**src/rtl/btn_step_gen_pkg.sv**
```systemverilog
// -----------------------------------------------------------------------------
// btn_step_pkg
// Shared definitions for the push-button step generator:
//   - step_state_t : FSM state encoding (IDLE, DELAY, REPEAT)
//   - params_ok()  : elaboration-time legality check of the timing parameters
// No ports (package).
// -----------------------------------------------------------------------------
package btn_step_pkg;

    typedef enum logic [1:0] {
        IDLE   = 2'd0,
        DELAY  = 2'd1,
        REPEAT = 2'd2
    } step_state_t;

    // Returns 1 when the parameter set is legal: every interval is at least
    // two cycles (so two pulses can never be adjacent) and the shared timer
    // width can reach the longest terminal count.
    function automatic bit params_ok(
        input int debounce_cycles,
        input int repeat_delay,
        input int repeat_period,
        input int cnt_w
    );
        int longest;
        longest = debounce_cycles;
        if (repeat_delay > longest) begin
            longest = repeat_delay;
        end
        if (repeat_period > longest) begin
            longest = repeat_period;
        end
        if (debounce_cycles < 2 || repeat_delay < 2 || repeat_period < 2) begin
            return 1'b0;
        end
        if (cnt_w < 1) begin
            return 1'b0;
        end
        if (cnt_w < 31 && (longest - 1) >= (1 << cnt_w)) begin
            return 1'b0;
        end
        return 1'b1;
    endfunction

endpackage

```
**src/rtl/btn_step_gen_if.sv**
```systemverilog
// -----------------------------------------------------------------------------
// btn_step_gen_if
// Signal bundle between a button source / step consumer and btn_step_gen.
//   btn_raw   : raw push-button, asynchronous, 1 = pressed
//   step_en   : single-cycle step pulse (drives the counter's en)
//   btn_level : debounced button level
//   held      : high while auto-repeat is active
// Modports:
//   master : the environment side (drives btn_raw, observes the rest)
//   slave  : the btn_step_gen side
// -----------------------------------------------------------------------------
interface btn_step_gen_if;

    logic btn_raw;
    logic step_en;
    logic btn_level;
    logic held;

    modport master (
        output btn_raw,
        input  step_en,
        input  btn_level,
        input  held
    );

    modport slave (
        input  btn_raw,
        output step_en,
        output btn_level,
        output held
    );

endinterface

```
**src/rtl/btn_step_gen_debounce.sv**
```systemverilog
// -----------------------------------------------------------------------------
// btn_debounce
// Two-flop synchronizer followed by a counting debouncer. The debounced level
// only flips after DEBOUNCE_CYCLES consecutive synchronized samples disagree
// with it; any shorter disagreement run is thrown away.
// Ports:
//   clk       : clock, all updates on the rising edge
//   reset_n   : asynchronous active-low reset
//   btn_raw   : raw button input, asynchronous to clk
//   btn_level : debounced level
// -----------------------------------------------------------------------------
module btn_debounce #(
    parameter int DEBOUNCE_CYCLES = 16,
    parameter int CNT_W           = 8
) (
    input  logic clk,
    input  logic reset_n,
    input  logic btn_raw,
    output logic btn_level
);

    localparam logic [CNT_W-1:0] CNT_LAST = CNT_W'(DEBOUNCE_CYCLES - 1);

    logic             sync1;
    logic             sync2;
    logic [CNT_W-1:0] cnt;

    // Synchronizer: btn_raw is only ever seen through sync2.
    always_ff @(posedge clk or negedge reset_n) begin
        if (!reset_n) begin
            sync1 <= 1'b0;
            sync2 <= 1'b0;
        end else begin
            sync1 <= btn_raw;
            sync2 <= sync1;
        end
    end

    // Debouncer: cnt measures the current run of disagreement between sync2
    // and the debounced level; agreement at any point restarts the run.
    always_ff @(posedge clk or negedge reset_n) begin
        if (!reset_n) begin
            cnt       <= '0;
            btn_level <= 1'b0;
        end else if (sync2 == btn_level) begin
            cnt <= '0;
        end else if (cnt == CNT_LAST) begin
            btn_level <= sync2;
            cnt       <= '0;
        end else begin
            cnt <= cnt + CNT_W'(1);
        end
    end

endmodule

```
**src/rtl/btn_step_gen.sv**
```systemverilog
// -----------------------------------------------------------------------------
// btn_step_gen
// Push-button front end for the mod-6 step counter. Debounces the button and
// issues one registered single-cycle step pulse per press, followed (when
// REPEAT_EN is set) by auto-repeat pulses while the button stays held.
// Because step_en is registered on the rising edge it is stable across the
// falling edge on which the counter samples en.
// Ports:
//   clk     : clock, all updates on the rising edge
//   reset_n : asynchronous active-low reset
//   bus     : btn_step_gen_if.slave (btn_raw in; step_en, btn_level, held out)
// -----------------------------------------------------------------------------
module btn_step_gen
    import btn_step_pkg::*;
#(
    parameter int DEBOUNCE_CYCLES = 16,
    parameter int REPEAT_EN       = 1,
    parameter int REPEAT_DELAY    = 64,
    parameter int REPEAT_PERIOD   = 16,
    parameter int CNT_W           = 8
) (
    input  logic          clk,
    input  logic          reset_n,
    btn_step_gen_if.slave bus
);

    if (!params_ok(DEBOUNCE_CYCLES, REPEAT_DELAY, REPEAT_PERIOD, CNT_W)) begin : g_param_check
        $fatal(1, "btn_step_gen: illegal DEBOUNCE_CYCLES/REPEAT_DELAY/REPEAT_PERIOD/CNT_W");
    end

    localparam logic [CNT_W-1:0] DELAY_LAST  = CNT_W'(REPEAT_DELAY - 1);
    localparam logic [CNT_W-1:0] PERIOD_LAST = CNT_W'(REPEAT_PERIOD - 1);
    localparam logic [CNT_W-1:0] RT_MAX      = {CNT_W{1'b1}};

    logic             level;
    step_state_t      state_q;
    step_state_t      state_d;
    logic [CNT_W-1:0] rt_q;
    logic [CNT_W-1:0] rt_d;
    logic             pulse_d;
    logic             step_en_q;
    logic             held_q;

    btn_debounce #(
        .DEBOUNCE_CYCLES (DEBOUNCE_CYCLES),
        .CNT_W           (CNT_W)
    ) u_debounce (
        .clk       (clk),
        .reset_n   (reset_n),
        .btn_raw   (bus.btn_raw),
        .btn_level (level)
    );

    // State register. step_en and held are registered copies of the next
    // cycle's decision so both change on the same edge as the state.
    always_ff @(posedge clk or negedge reset_n) begin
        if (!reset_n) begin
            state_q   <= IDLE;
            rt_q      <= '0;
            step_en_q <= 1'b0;
            held_q    <= 1'b0;
        end else begin
            state_q   <= state_d;
            rt_q      <= rt_d;
            step_en_q <= pulse_d;
            held_q    <= (state_d == REPEAT);
        end
    end

    // Next-state logic. Release is checked before any terminal count so a
    // release landing on the terminal cycle always wins.
    always_comb begin
        state_d = state_q;
        case (state_q)
            IDLE: begin
                if (level) begin
                    state_d = DELAY;
                end
            end
            DELAY: begin
                if (!level) begin
                    state_d = IDLE;
                end else if (REPEAT_EN != 0 && rt_q == DELAY_LAST) begin
                    state_d = REPEAT;
                end
            end
            REPEAT: begin
                if (!level) begin
                    state_d = IDLE;
                end
            end
            default: begin
                state_d = IDLE;
            end
        endcase
    end

    // Output / timer logic. Without auto-repeat the DELAY timer saturates so
    // it can never wrap and accidentally match a terminal count.
    always_comb begin
        pulse_d = 1'b0;
        rt_d    = rt_q;
        case (state_q)
            IDLE: begin
                if (level) begin
                    pulse_d = 1'b1;
                    rt_d    = '0;
                end
            end
            DELAY: begin
                if (!level) begin
                    rt_d = '0;
                end else if (REPEAT_EN != 0 && rt_q == DELAY_LAST) begin
                    pulse_d = 1'b1;
                    rt_d    = '0;
                end else if (rt_q != RT_MAX) begin
                    rt_d = rt_q + CNT_W'(1);
                end
            end
            REPEAT: begin
                if (!level) begin
                    rt_d = '0;
                end else if (rt_q == PERIOD_LAST) begin
                    pulse_d = 1'b1;
                    rt_d    = '0;
                end else begin
                    rt_d = rt_q + CNT_W'(1);
                end
            end
            default: begin
                rt_d = '0;
            end
        endcase
    end

    assign bus.step_en   = step_en_q;
    assign bus.btn_level = level;
    assign bus.held      = held_q;

endmodule

```
**src/flat_wrapper.sv**
```systemverilog
// flat-port wrapper written by rule: the top's interface ports become plain ports
module btn_step_gen_flat import btn_step_pkg::*;
#(
    parameter int DEBOUNCE_CYCLES = 16,
    parameter int REPEAT_EN       = 1,
    parameter int REPEAT_DELAY    = 64,
    parameter int REPEAT_PERIOD   = 16,
    parameter int CNT_W           = 8
)
  (clk, reset_n, bus_btn_raw, bus_step_en, bus_btn_level, bus_held);
  btn_step_gen_if bus_i ();
  input  logic clk;
  input  logic reset_n;
  input wire logic [$bits(bus_i.btn_raw)-1:0] bus_btn_raw;
  output wire logic [$bits(bus_i.step_en)-1:0] bus_step_en;
  output wire logic [$bits(bus_i.btn_level)-1:0] bus_btn_level;
  output wire logic [$bits(bus_i.held)-1:0] bus_held;
  assign bus_i.btn_raw = bus_btn_raw;
  assign bus_step_en = bus_i.step_en;
  assign bus_btn_level = bus_i.btn_level;
  assign bus_held = bus_i.held;
  btn_step_gen #(.DEBOUNCE_CYCLES(DEBOUNCE_CYCLES), .REPEAT_EN(REPEAT_EN), .REPEAT_DELAY(REPEAT_DELAY), .REPEAT_PERIOD(REPEAT_PERIOD), .CNT_W(CNT_W)) u_core (.clk(clk), .reset_n(reset_n), .bus(bus_i));
endmodule
```
**config.mk**
```make
export PLATFORM = sky130hd
export DESIGN_NAME = btn_step_gen_flat
export DESIGN_NICKNAME = d
export VERILOG_FILES = /design/src/rtl/btn_step_gen_pkg.sv /design/src/rtl/btn_step_gen_if.sv /design/src/rtl/btn_step_gen_debounce.sv /design/src/rtl/btn_step_gen.sv /design/src/flat_wrapper.sv
export SDC_FILE = /design/constraint.sdc
export NUM_CORES = 1
export LEC_CHECK = 0
export BUFFER_PORTS_ARGS = -buffer_cell sky130_fd_sc_hd__buf_2
export CAP_MARGIN = 20
export CORE_MARGIN = 3
export CORE_UTILIZATION = 63
export DETAILED_ROUTE_END_ITERATION = 10
export PLACE_DENSITY_LB_ADDON = 0.08
export SLEW_MARGIN = 40
export SYNTH_ARGS = -nofsm -noshare
export SYNTH_HDL_FRONTEND = slang
export SYNTH_SLANG_ARGS = --single-unit
```
**constraint.sdc**
```tcl
create_clock -name clk -period 5.4 [get_ports clk]
set_clock_uncertainty 0.1 [all_clocks]
set_input_delay 0.54 -clock clk [delete_from_list [all_inputs] [get_ports clk]]
set_output_delay 0.54 -clock clk [all_outputs]
set_load 0.03 [all_outputs]
```
==> results of run 1 <==
[per-layer routing]
layer	up-vias	track usage	routed length [µm]
li1	445	-	-
met1	447	0.2457	960
met2	24	0.3283	968
met3	7	0.03858	93
met4	0	0.1031	57
met5	-	0	0
[registers in the layout, summed over array words and instances, names as in the netlist]
register                     count
u_core.state_q                   2
u_core.u_debounce.sync2          1
u_core.u_debounce.btn_level      1
u_core.u_debounce.sync1          1
u_core.bus.held                  1
u_core.rt_q                      8
u_core.bus.step_en               1
u_core.u_debounce.cnt            8
[area by class of cell]
class	count	area, µm²	area share
flip-flops and latches	23	575.6	0.4385
clock inverters	1	5.005	0.003813
repair buffers	5	25.02	0.01907
multi-input cells	89	626.9	0.4776
well taps	25	31.28	0.02383
inverters	7	26.28	0.02002
clock buffers	3	22.52	0.01716
[cells in the final DEF (no fill, tap or decap), drive strengths merged, types with 2 or more instances in the layout]
cell,synthesis,routed
nor2,13,13
nand2,7,7
buf,3,5
nor2b,3,3
inv,7,7
o211ai,2,2
and3,4,4
ha,6,6
nand2b,3,3
o21ai,4,4
xnor2,4,4
dfrtp,23,23
xor2,3,3
nand3,9,9
a21oi,3,3
a41oi,2,2
and2,2,2
clkbuf,0,3
or3,2,2
a31oi,3,3
[synth_stat cells (2+ instances only)]
cell	n	area (µm²)
dfrtp_1	23	575.6
nor2_1	12	45.04
nand3_1	8	40.04
inv_1	7	26.28
ha_1	6	75.07
nand2_1	6	22.52
and3_1	4	25.02
o21ai_1	4	20.02
xnor2_1	4	35.03
a21oi_1	3	15.01
a31oi_1	3	18.77
buf_4	3	22.52
nand2b_1	3	18.77
nor2b_1	3	18.77
xor2_1	3	26.28
a41oi_1	2	17.52
and2_1	2	12.51
or3_1	2	12.51
[critical path: stages, from the launching register on]
cell      delay [ns]
dfrtp_1         0.41
inv_1           0.09
ha_1            0.23
and3b_1         0.34
o211ai_4        0.13
and2_1          0.19
a221o_1         0.29
[cells by family after synthesis]
group                    after synthesis
AO/OA/AOI/OAI                         22
XOR/XNOR                               7
adder cells (fa/ha/maj)                6
buffers and inverters                 10
flip-flops                            23
multiplexers                           2
AND/OR/NAND/NOR                       52
[power by group]
group,internal [mW],switching (mW)
Combinational,0.00383,0.00776
Sequential,0.175,0.00163
Clock,0.0277,0.0515
[final timing paths]
check	cells after the start	from	slack [ns]	end
max in group asynchronous	1	reset_n	4.80	u_core.u_debounce.btn_level
setup reg to reg	6	u_core.state_q[0]	3.51	u_core.rt_q[7]
min in group clk	1	bus_btn_raw	0.23	u_core.u_debounce.sync1
setup / recovery	6	u_core.state_q[0]	3.51	u_core.rt_q[7]
hold reg to reg	0	u_core.u_debounce.sync1	0.26	u_core.u_debounce.sync2
hold / removal	1	reset_n	0.07	u_core.bus.held
==> metrics.txt, run 1 <==
Remaining DRCs=0; Starting Density=0.6944; Hold Buf Count CTS=0; Row Count=15; fin crit share=0.3509; Layout Cells excl Fill=153; Mapped Area=0.001251 mm²; Power Density=203.7 mW/mm²; H-tree depth=1; Final Core Density=0.7285; Yosys reg bits=23; core area=0.001802 mm²; Setup TNS=0 ns; wire per inst=13.60 µm; Synth Area in Compound Gates=0.1460; critical path peak fanout=6; Ys Warns=0; design area=0.001313 mm²; fraction of registers with async set/reset=1.000; fin nets=138; Synth Area in XOR/XNOR=0.04900; CP endpoint kind=register; Worst Tran Pin Value=0.4914 ns; Setup WS pre-CTS=3.542 ns; placed cells=149; worst skew pair latency=0.31 ns; synthesis-to-finish area growth=4.900%; Max Cap Violations=0; RSZ-0062 raised after global routing=no; Total Wirelength=2.081 mm; initial detailed-routing violation count=31; placer congestion estimate=0.8773; Hold Path Class=in -> async; Die Span X=50.57 µm; Antenna Cells=0; cell count after synthesis=122; clock period minus worst slack=1.895 ns; Crit Path Category=reg -> reg; final hold vios=0; Die Y=50.57 µm; prevailing post-synth register cell=dfrtp_1; largest net degree at the start of global routing=24; detailed placer's ending HPWL=1.559 mm; syn_nets=131; first-pass GRT wire length=3.815 mm; maximum clock rate=527.8 MHz; port buffer count=5; Clock Tree Root=clkbuf_4; EDFF count, synth=0; startpoint types=register; Power, Total=0.2673 mW; post-synthesis simple-gate area fraction=0.2290; drt via density=6.033; WP data arrival=2.01 ns; post-synthesis mux area share=0.01700; Syn Area/Cell=10.26 µm²; first drt pass iteration count=4; fin. max-slew vios=0; adder-cell share of the synthesized area=0.06000; Leakage=0.6083 nW; max_slew headroom=0.6724; CTS clk-pin slew, worst paths=0.13 ns; global-route usage over all layers=0.1991; filler instances=138; dpl cell area=0.001285 mm²; Worst VDD drop=0.1768 mV; share of cells above drive strength 1=0.1484; Max clock buf depth=2; CP required=5.51 ns; Die ar.=0.002557 mm²; post-cts resize count=0; Unique masters post-synth=42; clock sinks=23; sequential element share of the synthesized area=0.4600; Post-CTS Setup Repair Bufs=0; IO Pins=6; initial antenna violation count=0; setup ws final=3.505 ns; CTS tree=done; final setup fails=0; hold_ws=0.06510 ns; DRT antenna net count=0; CTS Buf Count=3; main combinational cell family by area after synthesis=simple AND/OR/NAND/NOR gates; grt ovf=0; number of global-route vias before repair=895; routed via count=923; status=completed
Power figures use the tool's default switching activity.
==> inputs of run 2 (changes only) <==
--- a/config.mk
+++ b/config.mk
@@ -7,8 +7,9 @@
 export LEC_CHECK = 0
 export BUFFER_PORTS_ARGS = -buffer_cell sky130_fd_sc_hd__buf_2
 export CAP_MARGIN = 20
+export CORE_ASPECT_RATIO = 1.75
 export CORE_MARGIN = 3
-export CORE_UTILIZATION = 63
+export CORE_UTILIZATION = 53
 export DETAILED_ROUTE_END_ITERATION = 10
 export PLACE_DENSITY_LB_ADDON = 0.08
 export SLEW_MARGIN = 40
==> constraint.sdc (replaced) <==
create_clock -name clk -period 1.6 [get_ports clk]
set_clock_uncertainty 0.1 [all_clocks]
set_input_delay 0.16 -clock clk [delete_from_list [all_inputs] [get_ports clk]]
set_output_delay 0.16 -clock clk [all_outputs]
set_load 0.03 [all_outputs]
==> run 2 against run 1 <==
Compared with the run above:
- the flow now finishes with violations (setup timing)
- routed wire length grew 30%
- via count grew 6.3%
- critical path depth is the same
==> metrics.txt, run 2 (same netlist as run 1, synthesis figures left out) <==
Die Y=70.28 µm (was 50.57 µm); DRT antenna net count=0 (unchanged); Crit path max-delay family=flip-flops (was simple AND/OR/NAND/NOR gates); H-tree depth=1 (unchanged); Max clock buf depth=2 (unchanged); final setup fails=10 (was 0); first-pass GRT wire length=4.422 mm (was 3.815 mm); Power, Total=0.9224 mW (was 0.2673 mW); first drt pass iteration count=4 (unchanged); Hold Path Class=in -> async (unchanged); Total Wirelength=2.707 mm (was 2.081 mm); Die ar.=0.003003 mm² (was 0.002557 mm²); drt via density=5.671 (was 6.033); setup ws final=-0.1480 ns (was 3.505 ns); Starting Density=0.5754 (was 0.6944); status=complete, but fails checks (was completed); Crit Path Category=reg -> reg (unchanged); global-route usage over all layers=0.1886 (was 0.1991); clock period minus worst slack=1.748 ns (was 1.895 ns); routed via count=981 (was 923); synthesis-to-finish area growth=26.90% (was 4.900%); RSZ-0062 raised after global routing=yes (was no); CP endpoint kind=register (unchanged); Die Span X=42.73 µm (was 50.57 µm); grt ovf=0 (unchanged); fin nets=159 (was 138); commonest non-fill, non-tap cell in the layout=dfrtp_1 (unchanged); Critical Path Max Stage Delay=0.47 ns (was 0.41 ns); wire per inst=15.65 µm (was 13.60 µm); initial antenna violation count=0 (unchanged); Leakage=0.7219 nW (was 0.6083 nW); clock sinks=23 (unchanged); Worst VDD drop=0.4996 mV (was 0.1768 mV); filler instances=166 (was 138); CP required=1.70 ns (was 5.51 ns); maximum clock rate=572.1 MHz (was 527.8 MHz); slowest stage cell, crit path=dfrtp_2 (was dfrtp_1); fin crit share=1.092 (was 0.3509); Worst Tran Pin Value=0.4988 ns (was 0.4914 ns); Clock Tree Root=clkbuf_4 (unchanged); Layout Cells excl Fill=173 (was 153); Power Density=581.0 mW/mm² (was 203.7 mW/mm²); worst skew pair latency=0.31 ns (about the same); Remaining DRCs=0 (unchanged); placed cells=161 (was 149); max_slew headroom=0.6675 (was 0.6724); final hold vios=0 (unchanged); CTS Buf Count=3 (unchanged); Final Core Density=0.7302 (was 0.7285); WP buf/inv=1 (unchanged); most frequent cells in the layout=dfrtp_1, buf_4, nor2_1 (was dfrtp_1, nor2_1, nand3_1); Antenna Cells=0 (unchanged); share of cells above drive strength 1=0.3691 (was 0.1484); core area=0.002175 mm² (was 0.001802 mm²); CTS clk-pin slew, worst paths=0.13 ns (about the same); port buffer count=5 (unchanged); IO Pins=6 (unchanged); largest net degree at the start of global routing=24 (unchanged); crit path cell chain=buf_12 > ha_4 > nor3_2 > o211ai_4 > and2_4 > a221o_1 (was inv_1 > ha_1 > and3b_1 > o211ai_4 > and2_1 > a221o_1); placer congestion estimate=0.7811 (was 0.8773); detailed placer's ending HPWL=1.874 mm (was 1.559 mm); initial detailed-routing violation count=44 (was 31); Row Count=22 (was 15); number of global-route vias before repair=1,010 (was 895); CTS tree=done (unchanged); violated checks=setup timing; WP data arrival=1.85 ns (was 2.01 ns); Top Registers=u_core.rt_q: 8 flops, u_core.u_debounce.cnt: 8 flops, u_core.state_q: 2 flops (unchanged); fin. max-slew vios=0 (unchanged); critical path peak fanout=6 (unchanged); startpoint types=register (unchanged); Max Cap Violations=0 (unchanged)
[run 2: cell types whose count changed in the layout (fill, tap and decap cells not counted), sizes merged]
cell and change:
buf +19, dlygate4sd3 +2
[run 2: worst register-to-register path, delay by kind of cell, from the launching register on]
kind            cells  cell delay (ns)
simple gates        2             0.34
flops               1             0.47
compound gates      2             0.43
fa+ha+maj           1             0.17
buf+inv             1             0.14
[run 2: area by class of cell]
cell class                 instances  area [µm²]  share of cell area
inverter                           7       26.28             0.01655
sequential                        23       576.8              0.3633
tap                               24       30.03             0.01891
multi-input combinational         89       723.2              0.4555
timing repair buffer              26       203.9              0.1284
clock inverter                     1       5.005            0.003152
clock buffer                       3       22.52             0.01418
[run 2: metal layers]
metal / track usage / wire length (µm) / vias up
met4: 0.06228 / 45 / 0
met2: 0.3595 / 1599 / 13
met5: 0 / 0 / -
li1: - / - / 483
met3: 0.01546 / 55 / 4
met1: 0.2066 / 1007 / 481
[run 2: timing repair]
item                       in CTS  in global routing
gates resized for setup         8                 12
hold buffers                    2                  0
hold endpoints to repair       24                  0
pin swaps                       4                  8
buffers inserted                3                  3
setup endpoints to repair      11                 11
[run 2: metrics by stage]
stage	instance area (µm²)	setup WS, ns	hold WS (ns)	setup TNS, ns
global placement	1391	-0.1395	0.05118	-0.8040
CTS	1494	-0.1389	0.2459	-0.8327
detailed placement	1391	-0.1476	0.05499	-0.9733
global route	1588	-0.2105	0.2550	-1.763
floorplan	1261	-0.04761	-0.2356	-0.1291
finish	1588	-0.1480	0.2232	-0.8771
[run 2: final timing paths]
check,endpoint,from,slack [ns],cells past startpoint
worst max-delay path,u_core.rt_q[7],u_core.state_q[0],-0.15,6
worst min-delay path,u_core.bus.step_en,reset_n,0.22,2
worst max register to register,u_core.rt_q[7],u_core.state_q[0],-0.15,6
worst min register to register,u_core.u_debounce.sync2,u_core.u_debounce.sync1,0.27,0
max in group asynchronous,u_core.state_q[0],reset_n,0.82,2
min in group clk,u_core.u_debounce.sync2,u_core.u_debounce.sync1,0.27,0
[run 2: report_power, final]
part	switching [mW]	leakage, nW	total (mW)	internal, mW
Clock	0.175	0.0177	0.269	0.0934
Combinational	0.0324	0.392	0.0570	0.0245
Sequential	0.00616	0.313	0.597	0.591
==> inputs of run 3 (changes only) <==
--- a/config.mk
+++ b/config.mk
@@ -12,6 +12,7 @@
 export CORE_UTILIZATION = 53
 export DETAILED_ROUTE_END_ITERATION = 10
 export PLACE_DENSITY_LB_ADDON = 0.08
+export SKIP_CTS_REPAIR_TIMING = 1
 export SLEW_MARGIN = 40
 export SYNTH_ARGS = -nofsm -noshare
 export SYNTH_HDL_FRONTEND = slang
==> run 3 against run 2 <==
Compared with the run above:
- sequential power hardly changed
- non-clock buffer count is 1 lower
- via count is 1.9% lower
- the run still ends with setup timing left
- critical path depth stayed put
==> metrics.txt, run 3 (same netlist as run 1, synthesis figures left out) <==
status=complete, but fails checks (unchanged); violated checks=setup timing (unchanged); number of global-route vias before repair=957 (was 1,010); RSZ-0062 raised after global routing=yes (unchanged); fin. max-slew vios=0 (unchanged); placer congestion estimate=0.7811 (unchanged); hold_ws=0.2306 ns (was 0.2232 ns); clock sinks=23 (unchanged); CTS clk-pin slew, worst paths=0.13 ns (about the same); Power Density=575.7 mW/mm² (was 581.0 mW/mm²); Crit path max-delay family=flip-flops (unchanged); crit path capture=u_core.state_q[0] (was u_core.rt_q[7]); Max clock buf depth=2 (unchanged); worst skew pair latency=0.30 ns (was 0.31 ns); WP buf/inv=1 (unchanged); port buffer count=5 (unchanged); CTS Buf Count=3 (unchanged); detailed placer's ending HPWL=1.874 mm (unchanged); WP data arrival=1.90 ns (was 1.85 ns); grt ovf=0 (unchanged); initial detailed-routing violation count=31 (was 44); Die Span X=42.73 µm (unchanged); first drt pass iteration count=4 (unchanged); worst reg-to-reg path cell count=6 (unchanged); Critical Path Max Stage Delay=0.46 ns (was 0.47 ns); register-to-register setup slack=-0.17 ns (was -0.15 ns); startpoint types=register (unchanged); Die Y=70.28 µm (unchanged); Remaining DRCs=0 (unchanged); Stages on worst setup path=6 (unchanged); CTS tree=done (unchanged); Antenna Cells=0 (unchanged); Worst R2R Start=u_core.state_q[0] (unchanged); Row Count=22 (unchanged); crit path cell chain=inv_2 > ha_4 > and3b_2 > a31o_2 > a21oi_4 > nor2b_1 (was buf_12 > ha_4 > nor3_2 > o211ai_4 > and2_4 > a221o_1); wire per inst=15.63 µm (was 15.65 µm); core area=0.002175 mm² (unchanged); IO Pins=6 (unchanged); slowest stage cell, crit path=dfrtp_2 (unchanged); Worst VDD drop=0.5016 mV (was 0.4996 mV); Leakage=0.7116 nW (was 0.7219 nW); Hold Path Class=in -> async (unchanged); setup ws final=-0.1743 ns (was -0.1480 ns); maximum clock rate=563.6 MHz (was 572.1 MHz); CP required=1.73 ns (was 1.70 ns); H-tree depth=1 (unchanged); Worst Tran Pin Value=0.5003 ns (was 0.4988 ns); fin crit share=1.109 (was 1.092); synthesis-to-finish area growth=27.20% (was 26.90%); Crit Path Category=reg -> reg (unchanged); Final Core Density=0.7319 (was 0.7302); Top Registers=u_core.rt_q: 8 flops, u_core.u_debounce.cnt: 8 flops, u_core.state_q: 2 flops (unchanged); initial antenna violation count=0 (unchanged); fin nets=158 (was 159); CP endpoint kind=register (unchanged); most frequent cells in the layout=dfrtp_1, buf_4, nor2_1 (unchanged); first-pass GRT wire length=4.195 mm (was 4.422 mm); final hold vios=0 (unchanged); Setup TNS=-1.103 ns (was -0.8771 ns); Max Cap Violations=0 (unchanged); routed via count=962 (was 981); drt via density=5.593 (was 5.671); DRT antenna net count=0 (unchanged); Total Wirelength=2.688 mm (was 2.707 mm); commonest non-fill, non-tap cell in the layout=dfrtp_1 (unchanged); Die ar.=0.003003 mm² (unchanged); share of cells above drive strength 1=0.3851 (was 0.3691); max_slew headroom=0.6665 (was 0.6675); Setup WS pre-CTS=-0.1476 ns (unchanged); global-route usage over all layers=0.1788 (was 0.1886); largest net degree at the start of global routing=24 (unchanged); clock period minus worst slack=1.774 ns (was 1.748 ns); Starting Density=0.5754 (unchanged); reg2reg end=u_core.state_q[0] (was u_core.rt_q[7]); critical path peak fanout=3 (was 6); Crit. Startpoint=u_core.state_q[0] (unchanged); Clock Tree Root=clkbuf_4 (unchanged); final setup fails=11 (was 10)
run 3: worst min path at each step:
| stage | start | to | depth (start not counted) |
|---|---|---|---|
| after floorplan | reset_n | u_core.bus.held | 0 |
| after global placement | reset_n | u_core.bus.held | 1 |
| after detailed placement | reset_n | u_core.bus.step_en | 1 |
| after CTS | reset_n | u_core.u_debounce.cnt[7] | 1 |
| after global routing | reset_n | u_core.u_debounce.cnt[7] | 2 |
| final | reset_n | u_core.bus.step_en | 2 |
run 3: area by class of cell:
type / count / area (µm²)
Clock buffer: 3 / 22.52
Clock inverter: 1 / 5.005
Sequential cell: 23 / 579.3
Multi-Input combinational cell: 89 / 728.2
Fill cell: 163 / 583.1
Timing Repair Buffer: 25 / 200.2
Inverter: 7 / 26.28
Tap cell: 24 / 30.03
run 3: power by group:
part           total (mW)  internal [mW]  switching [mW]
combinational      0.0588         0.0261          0.0327
clock               0.261         0.0931           0.168
sequential          0.597          0.591         0.00615
total               0.916          0.710           0.206
run 3: per-stage QoR:
stage          area, µm²  power (mW)  cells
3_3_place_gp        1391      0.6517    161
4_1_cts             1419      0.9170    165
2_1_floorplan       1261      0.6287    122
3_5_place_dp        1391      0.6530    161
5_1_grt             1592      0.9587    172
6_report            1592      0.9162    172
run 3: metal layers:
metal | track usage | vias up | routed length (µm)
met5 | 0 | - | 0
met4 | 0.06228 | 0 | 17
met3 | 0.01546 | 2 | 26
met2 | 0.3428 | 9 | 1598
met1 | 0.1917 | 471 | 1045
li1 | - | 480 | -
